`config.mk`:
```
export PLATFORM = sky130hd
export DESIGN_NAME = fifo_burst_reader
export DESIGN_NICKNAME = d
export VERILOG_FILES = /design/src/rtl/fifo_pkg.sv /design/src/rtl/stream_skid_buf2.sv /design/src/rtl/fifo_burst_reader.sv
export SDC_FILE = /design/constraint.sdc
export NUM_CORES = 1
export LEC_CHECK = 0
export CAP_MARGIN = 20
export CORE_MARGIN = 10
export CORE_UTILIZATION = 50
export CTS_BUF_LIST = sky130_fd_sc_hd__clkbuf_16
export DETAILED_ROUTE_END_ITERATION = 6
export GPL_ROUTABILITY_DRIVEN = 0
export HOLD_SLACK_MARGIN = 0.12
export PLACE_DENSITY = 0.75
export SETUP_SLACK_MARGIN = 0.2
export SYNTH_ARGS = -nofsm -noshare
export SYNTH_HDL_FRONTEND = slang
export SYNTH_SLANG_ARGS = --single-unit
```
`constraint.sdc`:
```
create_clock -name clk -period 4.7 [get_ports clk]
set_input_delay 0.94 -clock clk [delete_from_list [all_inputs] [get_ports clk]]
set_output_delay 0.94 -clock clk [all_outputs]
set_load 0.005 [all_outputs]
```
`src/rtl/fifo_pkg.sv`:
```
// Shared definitions for the FIFO read-side blocks.
//   rdr_state_e   : burst reader FSM states
//   RDR_BUF_DEPTH : entries in the reader's output skid buffer
package fifo_pkg;
  typedef enum logic [1:0] {RDR_IDLE, RDR_RUN, RDR_DONE} rdr_state_e;
  localparam int RDR_BUF_DEPTH = 2;
endpackage

```
`src/rtl/stream_skid_buf2.sv`:
```
// Two-entry stream buffer with registered occupancy.
//   clk, rst     : clock, synchronous active-high reset
//   push_i       : write push_data_i (ignored when full and not popping)
//   push_data_i  : entry to store
//   pop_i        : drop the head entry (ignored when empty)
//   occ_o        : registered occupancy, 0..2
//   valid_o      : occ_o != 0
//   data_o       : head entry (registered)
module stream_skid_buf2 #(
  parameter int WIDTH = 9
) (
  input  logic             clk,
  input  logic             rst,
  input  logic             push_i,
  input  logic [WIDTH-1:0] push_data_i,
  input  logic             pop_i,
  output logic [1:0]       occ_o,
  output logic             valid_o,
  output logic [WIDTH-1:0] data_o
);
  logic [WIDTH-1:0] ent0_q, ent0_d, ent1_q, ent1_d;
  logic [1:0]       occ_q, occ_d;
  logic             pop_eff, push_eff;

  // A pop on an empty buffer is dropped; a push on a full buffer only
  // lands when the same cycle frees the head.
  assign pop_eff  = pop_i & (occ_q != 2'd0);
  assign push_eff = push_i & ((occ_q != 2'd2) | pop_eff);

  always_comb begin
    ent0_d = ent0_q;
    ent1_d = ent1_q;
    occ_d  = occ_q;
    unique case ({push_eff, pop_eff})
      2'b10: begin
        if (occ_q == 2'd0) ent0_d = push_data_i;
        else               ent1_d = push_data_i;
        occ_d = occ_q + 2'd1;
      end
      2'b01: begin
        ent0_d = ent1_q;
        occ_d  = occ_q - 2'd1;
      end
      2'b11: begin
        // occupancy unchanged; head advances
        if (occ_q == 2'd1) begin
          ent0_d = push_data_i;
        end else begin
          ent0_d = ent1_q;
          ent1_d = push_data_i;
        end
      end
      default: ;
    endcase
  end

  always_ff @(posedge clk) begin
    if (rst) begin
      ent0_q <= '0;
      ent1_q <= '0;
      occ_q  <= 2'd0;
    end else begin
      ent0_q <= ent0_d;
      ent1_q <= ent1_d;
      occ_q  <= occ_d;
    end
  end

  assign occ_o   = occ_q;
  assign valid_o = (occ_q != 2'd0);
  assign data_o  = ent0_q;
endmodule

```
`src/rtl/fifo_burst_reader.sv`:
```
// Pops len_i words from a sync FIFO and replays them on a valid/ready
// stream, tagging the final word with m_last_o.
//   clk, rst           : clock, synchronous active-high reset
//   start_i, len_i     : burst request (sampled in IDLE only)
//   busy_o, done_o     : burst in flight / one-cycle completion pulse
//   fifo_rd_en_o       : FIFO pop strobe
//   fifo_rd_data_i     : FIFO head word (combinational read)
//   fifo_empty_i       : FIFO empty flag
//   m_valid_o/m_ready_i/m_data_o/m_last_o : output stream
module fifo_burst_reader
  import fifo_pkg::*;
#(
  parameter int WIDTH = 8,
  parameter int LEN_W = 8
) (
  input  logic             clk,
  input  logic             rst,
  input  logic             start_i,
  input  logic [LEN_W-1:0] len_i,
  output logic             busy_o,
  output logic             done_o,
  output logic             fifo_rd_en_o,
  input  logic [WIDTH-1:0] fifo_rd_data_i,
  input  logic             fifo_empty_i,
  output logic             m_valid_o,
  input  logic             m_ready_i,
  output logic [WIDTH-1:0] m_data_o,
  output logic             m_last_o
);
  localparam logic [1:0] BUF_DEPTH = 2'(RDR_BUF_DEPTH);

  rdr_state_e       state_q, state_d;
  logic [LEN_W-1:0] rd_rem_q, rd_rem_d, out_rem_q, out_rem_d;
  logic [1:0]       occ;
  logic             pop, hs;
  logic [WIDTH:0]   buf_data;

  // Pop decision uses registered state only, so m_ready_i never reaches
  // the FIFO read strobe combinationally.
  assign pop = (state_q == RDR_RUN) & ~fifo_empty_i & (rd_rem_q != '0) & (occ < BUF_DEPTH);
  assign hs  = m_valid_o & m_ready_i;

  always_comb begin
    state_d   = state_q;
    rd_rem_d  = rd_rem_q;
    out_rem_d = out_rem_q;
    unique case (state_q)
      RDR_IDLE: begin
        if (start_i) begin
          if (len_i != '0) begin
            rd_rem_d  = len_i;
            out_rem_d = len_i;
            state_d   = RDR_RUN;
          end else begin
            state_d = RDR_DONE;
          end
        end
      end
      RDR_RUN: begin
        if (pop) rd_rem_d = rd_rem_q - LEN_W'(1);
        if (hs && out_rem_q != '0) out_rem_d = out_rem_q - LEN_W'(1);
        if (hs && out_rem_q == LEN_W'(1)) state_d = RDR_DONE;
      end
      RDR_DONE: state_d = RDR_IDLE;
      default:  state_d = RDR_IDLE;
    endcase
  end

  always_ff @(posedge clk) begin
    if (rst) begin
      state_q   <= RDR_IDLE;
      rd_rem_q  <= '0;
      out_rem_q <= '0;
    end else begin
      state_q   <= state_d;
      rd_rem_q  <= rd_rem_d;
      out_rem_q <= out_rem_d;
    end
  end

  // Entry = {last tag, data}; the tag is fixed at pop time.
  stream_skid_buf2 #(.WIDTH(WIDTH + 1)) u_buf (
    .clk         (clk),
    .rst         (rst),
    .push_i      (pop),
    .push_data_i ({(rd_rem_q == LEN_W'(1)), fifo_rd_data_i}),
    .pop_i       (hs),
    .occ_o       (occ),
    .valid_o     (m_valid_o),
    .data_o      (buf_data)
  );

  assign fifo_rd_en_o = pop;
  assign m_data_o     = buf_data[WIDTH-1:0];
  assign m_last_o     = buf_data[WIDTH];
  assign busy_o       = (state_q != RDR_IDLE);
  assign done_o       = (state_q == RDR_DONE);
endmodule

```
==> qor.txt <==
Wire per inst = 17.41 µm
Layout area overhead = 20.21%
Fin crit period = 3995 ps
Ant. Diodes = 0
Layout Skew = 4.023 ps
CTS Buf Count = 5
Post-DRT Antenna Nets = 0
Initial antenna violation count = 0
Synth area leader = dfxtp_1
Max Root-Sink Buffers = 2
H-tree Lvls = 2
Initial Util = 0.5183
Root Buffer = clkbuf_16
IO Port Bufs = 33
Area after DPL = 2590 µm²
Crit end category = primary output
YS warnings = 0
Initial DRT Pass Iterations = 5
Vert. Die Dim = 87.41 µm
DR vias/cell = 6.255
Vias in the first global route = 2013
Share of post-route cells with drive strength above 1 = 0.1158
Final Util = 0.6230
WL final = 5867 µm
Syn nets = 292
Met3 Routed Length = 534 µm
Post-route DRC = 0
Final Hold Violating Endpoints = 0
Skew-Pair Late Insertion Delay = 280 ps
Crit path DAT = 3050 ps
Final Setup Violations = 0
Syn Area/Cell = 8.739 µm²
First-pass GRT wire length = 9756 µm
CTS clk-pin slew, worst paths = 60 ps
Status = completed
Post-Route M1 WL = 2647 µm
Crit-path leading delay family = buffers and inverters
Post-synth top area share = 0.3348
Initial drt markers = 173
Ranking of synthesized cells by area = dfxtp_1 (33%), ha_1 (6.1%), nor3_1 (4.8%)
Seq/Total Area, Yosys = 0.3348
Max Fclk = 250.3 MHz
Bufs and invs on worst path = 3
Leakage = 1.037 nW
CTS tree = done
Max Slew Vio Count = 0
Core Box Area = 4384 µm²
Nets = 316
Met2 routed WL = 2625 µm
CP most frequent cell = inv_1
Highest Signal Layer = met4
Vias = 2108
Setup TNS Final = 0 ps
Slew Limit Headroom = 0.3215
CP Max Fanout = 11
Top Ports = 34
Fin cells = 337
Peak supply drop = 0.0002667 V
Most frequent cell after synthesis = dfxtp_1
Post-CTS Setup Inserts = 0
DPL Wire Length = 4005 µm
Final period util = 0.8499
#FFs+latches synth = 38
Global route overflow = 0
Most common library cells after synthesis = dfxtp_1 (38), nor2_1 (22), nor3_1 (22), nand2_1 (20), inv_1 (15)
Gr usage total = 0.1552
Placed cell count = 329
CTS sink cnt = 38
Critical path, cell by cell = inv_1, ha_1, or3b_2, o21ai_1, inv_1, clkdlybuf4s50_1
Yosys cell types = 56
Max-Cap Viols = 0
Tightest Pin Transition = 1016 ps
Class of the most critical setup path = reg -> out
RSZ-0062 raised after global routing = false
Critical Path RT = 3760 ps
Slowest CP cell = o21ai_1
Asr flop ratio synth = 0
PwrDens = 476.6 nW/µm²
Synth Instances = 260
CP peak stage delay = 710 ps
Post-CTS Hold Buffers = 0
Post-synth top flop = dfxtp_1
Mapped cell area = 2272 µm²
Hold/Removal Path Class = reg -> reg
Post-CTS sizing = 0
Die area = 7641 µm²
Finished Cell Area = 2731 µm²
Post-synth EDFFs = 0
Die Span X = 87.41 µm
Pin count of the biggest net entering global routing = 29
Row count = 24
Worst Setup Start Kind = flop
==> power breakdown <==
group	internal (mW)	total (mW)	leakage, nW	switching, mW
sequential	0.389	0.441	0.311	0.0525
clock	0.194	0.329	0.0672	0.136
combinational	0.260	0.531	0.659	0.271
total	0.842	1.30	1.04	0.460
==> layout make-up <==
type,instances,area [µm²]
Inverter,15,56.30
Fill cell,379,1653
Clock buffer,5,125.1
Multi-Input combinational cell,189,1363
Sequential cell,38,760.7
Clock inverter,3,16.27
Timing Repair Buffer,35,345.3
Tap cell,52,65.06
==> cells in the final DEF, fill, tap and decap left out, types with 5 or more instances in the layout <==
| master | instances |
|---|---|
| clkdlybuf4s50_1 | 33 |
| nor2b_1 | 5 |
| dfxtp_1 | 38 |
| a222oi_1 | 9 |
| nor3_1 | 22 |
| ha_1 | 11 |
| mux2i_1 | 9 |
| a221oi_1 | 5 |
| a31o_2 | 5 |
| a21oi_1 | 12 |
| inv_1 | 15 |
| clkbuf_16 | 5 |
| nand3_1 | 6 |
| nor2_1 | 22 |
| nand2_1 | 20 |
==> per-layer routing <==
metal  vias to the layer above  global-route usage
li1                       1037                   -
met1                       974              0.2040
met2                        89              0.2308
met3                         8             0.05993
met4                         0             0.03913
met5                         -                   0
==> path summary, 6_finish.rpt <==
kind              slack (ps)         endpoint       startpoint  cells after the start
hold reg to reg          500  u_buf.ent1_q[0]  u_buf.ent1_q[0]                      2
setup / recovery         710     fifo_rd_en_o      rd_rem_q[0]                      6
setup reg to reg        1050  u_buf.ent1_q[5]      rd_rem_q[0]                     12
hold / removal           500  u_buf.ent1_q[0]  u_buf.ent1_q[0]                      2
==> tightest hold or removal path: stages, from the launching register on <==
cell	delay (ps)
dfxtp_1	330
mux2i_1	70
nor2_1	70
==> state kept, by name, indices dropped and copies added, names as in the netlist <==
name,cells
u_buf.ent1_q,9
u_buf.data_o,9
state_q,2
rd_rem_q,8
out_rem_q,8
u_buf.occ_o,2
==> stage by stage <==
stage | setup slack [ps] | hold WS [ps] | power [mW]
floorplan | 1860 | 460.6 | 0.7991
global placement | 881.5 | 473.8 | 0.9693
detailed placement | 866.9 | 488.2 | 0.9732
CTS | 784.0 | 502.5 | 1.309
global route | 586.1 | 536.4 | 1.392
finish | 705.3 | 503.4 | 1.302
==> cell families (layout without fill, tap and decap cells) <==
| group | Yosys count | in the layout | share of synthesized area |
|---|---|---|---|
| and+or+nand+nor | 96 | 96 | 0.2225 |
| AOI/OAI and AO/OA | 71 | 71 | 0.2693 |
| DFF | 38 | 38 | 0.3348 |
| buffers and inverters | 33 | 58 | 0.06552 |
| adders and majority gates | 11 | 11 | 0.06057 |
| muxes | 9 | 9 | 0.03965 |
| xor gates and xnor gates | 2 | 2 | 0.007711 |
Note: power is estimated with default switching activity, not from simulation.
==> edit: new RTL, same flow settings <==
Set the parameter `WIDTH` to 12 (it was 8).
--- a/src/rtl/fifo_burst_reader.sv
+++ b/src/rtl/fifo_burst_reader.sv
@@ -10,7 +10,7 @@
 module fifo_burst_reader
   import fifo_pkg::*;
 #(
-  parameter int WIDTH = 8,
+  parameter int WIDTH = 12,
   parameter int LEN_W = 8
 ) (
   input  logic             clk,
Interface: changed (resized fifo_rd_data_i and m_data_o); port bits go from 34 to 42. No check against the original RTL was run, so the function may have changed too.
==> edit against the original RTL <==
Global-route usage about the same; non-clock buffer count increased by 9; design area is 15% higher; synthesized area is 13% higher; fmax grew 15%; wire length is 10% higher; sequential cell count rose by 8; via count up 7.7%; power grew 19%; worst setup slack improved by 0.51 ns; first-iteration DRC count fell by 4.0%; highest routed layer unchanged.
==> edit: results (changes against the original RTL) <==
PATH_MAX_FANOUT=3  # -8
DRIVE_ABOVE_1_SHARE=0.0978  # -0.0180
DRT_FIRST_PASS_ITERS=4  # -1
NETLIST_INSTANCES=286  # +10%
PLACE_INST=376  # +14%
VIAS_PER_CELL=5.91  # -5.5%
DP_HPWL_MM=4.43  # +11%
ITERATION_0_DRC_MARKERS=166  # -4.0%
YOSYS-TOP-CELLS-AREA='dfxtp_1 36%, ha_1 5.4%, mux2i_1 5.1%'
FILLERS=423  # +12%
RUN_STATUS='finished, final reports clean'
YS_SEQ_AREA_FRAC=0.360  # +0.0251
GRT_START_MAX_NET_PINS=49  # +69%
GRT_PASS1_VIAS=2204  # +9.5%
MAX_SLEW_HEADROOM_AT_THE_WORST_PIN=0.375  # +0.0537
VIAS=2271  # +7.7%
COMMONEST_CELLS_IN_THE_SYNTHESIZED_NETLIST='46 x dfxtp_1, 24 x nor2_1, 18 x nor3_1'
FINISH.NET_COUNT=352  # +11%
CRIT_SLOWEST_CELL='clkdlybuf4s50_1'
GROUTE.USAGE.OVERALL=0.155  # +0.000179
PERIOD_UTILIZATION_POST_ROUTE=0.742  # -0.108
STATIC-LEAKAGE-POWER_nW=1.16  # +12%
FIRST_PASS_GRT_WIRE_LENGTH_MM=11.0  # +13%
CRITPATHMAXSTAGEDELAY_NS=0.50  # -0.21 ns
TOTAL_CELL_AREA_AT_THE_PLACEMENT_STAGE_UM2=2960  # +14%
[edit: cell types whose count changed after synthesis, moves of 3 or more]
cell	unedited run	this run
a22oi_1	2	15
clkbuf_1	9	14
a211oi_1	1	5
a211oi_2	0	10
mux2i_1	9	13
a222oi_1	9	0
a21oi_1	12	17
o22ai_1	3	0
dfxtp_1	38	46
a221o_2	4	0
nand2_1	20	17
a221o_1	0	4
nor3_1	22	18
[edit: cell type report]
type,instances,area share
Clock buffer,5,0.0400
Clock inverter,3,0.0128
Inverter,16,0.0192
Multi-Input combinational cell,203,0.470
Sequential cell,46,0.294
Tap cell,67,0.0268
Timing Repair Buffer,44,0.137
[edit: final timing paths]
| check | slack [ns] | cells after the start | from | to |
|---|---|---|---|---|
| max | 1.21 | 5 | fifo_empty_i | fifo_rd_en_o |
| min | 0.49 | 1 | out_rem_q[7] | out_rem_q[7] |
| max reg2reg | 1.77 | 12 | rd_rem_q[1] | u_buf.ent1_q[4] |
| min reg2reg | 0.49 | 1 | out_rem_q[7] | out_rem_q[7] |
[edit: cells by family after synthesis]
group	Yosys count	synth area share
xor gates and xnor gates	2	0.00685
AOI/OAI and AO/OA	87	0.285
buffers and inverters	37	0.0650
adders and majority gates	11	0.0538
DFF	46	0.360
muxes	13	0.0509
and+or+nand+nor	90	0.178
[edit: layer usage]
metal	vias up	wire length, µm	track usage
li1	1132	-	-
met1	1076	2930	0.202
met2	56	3100	0.249
met3	7	383	0.0420
met4	0	69	0.0339
met5	-	0	0
[edit: power breakdown]
part	internal [W]	total [W]	switching, W
Combinational	0.000307	0.000627	0.000320
Clock	0.000249	0.000394	0.000145
Sequential	0.000474	0.000531	0.0000571
[edit: through the flow]
step / setup WS [ns] / utilization
after global routing: 1.11 / 0.645
after CTS: 1.19 / 0.645
final: 1.21 / 0.645
after detailed placement: 1.17 / 0.611
after floorplan: 1.61 / -
after global placement: 1.24 / 0.611
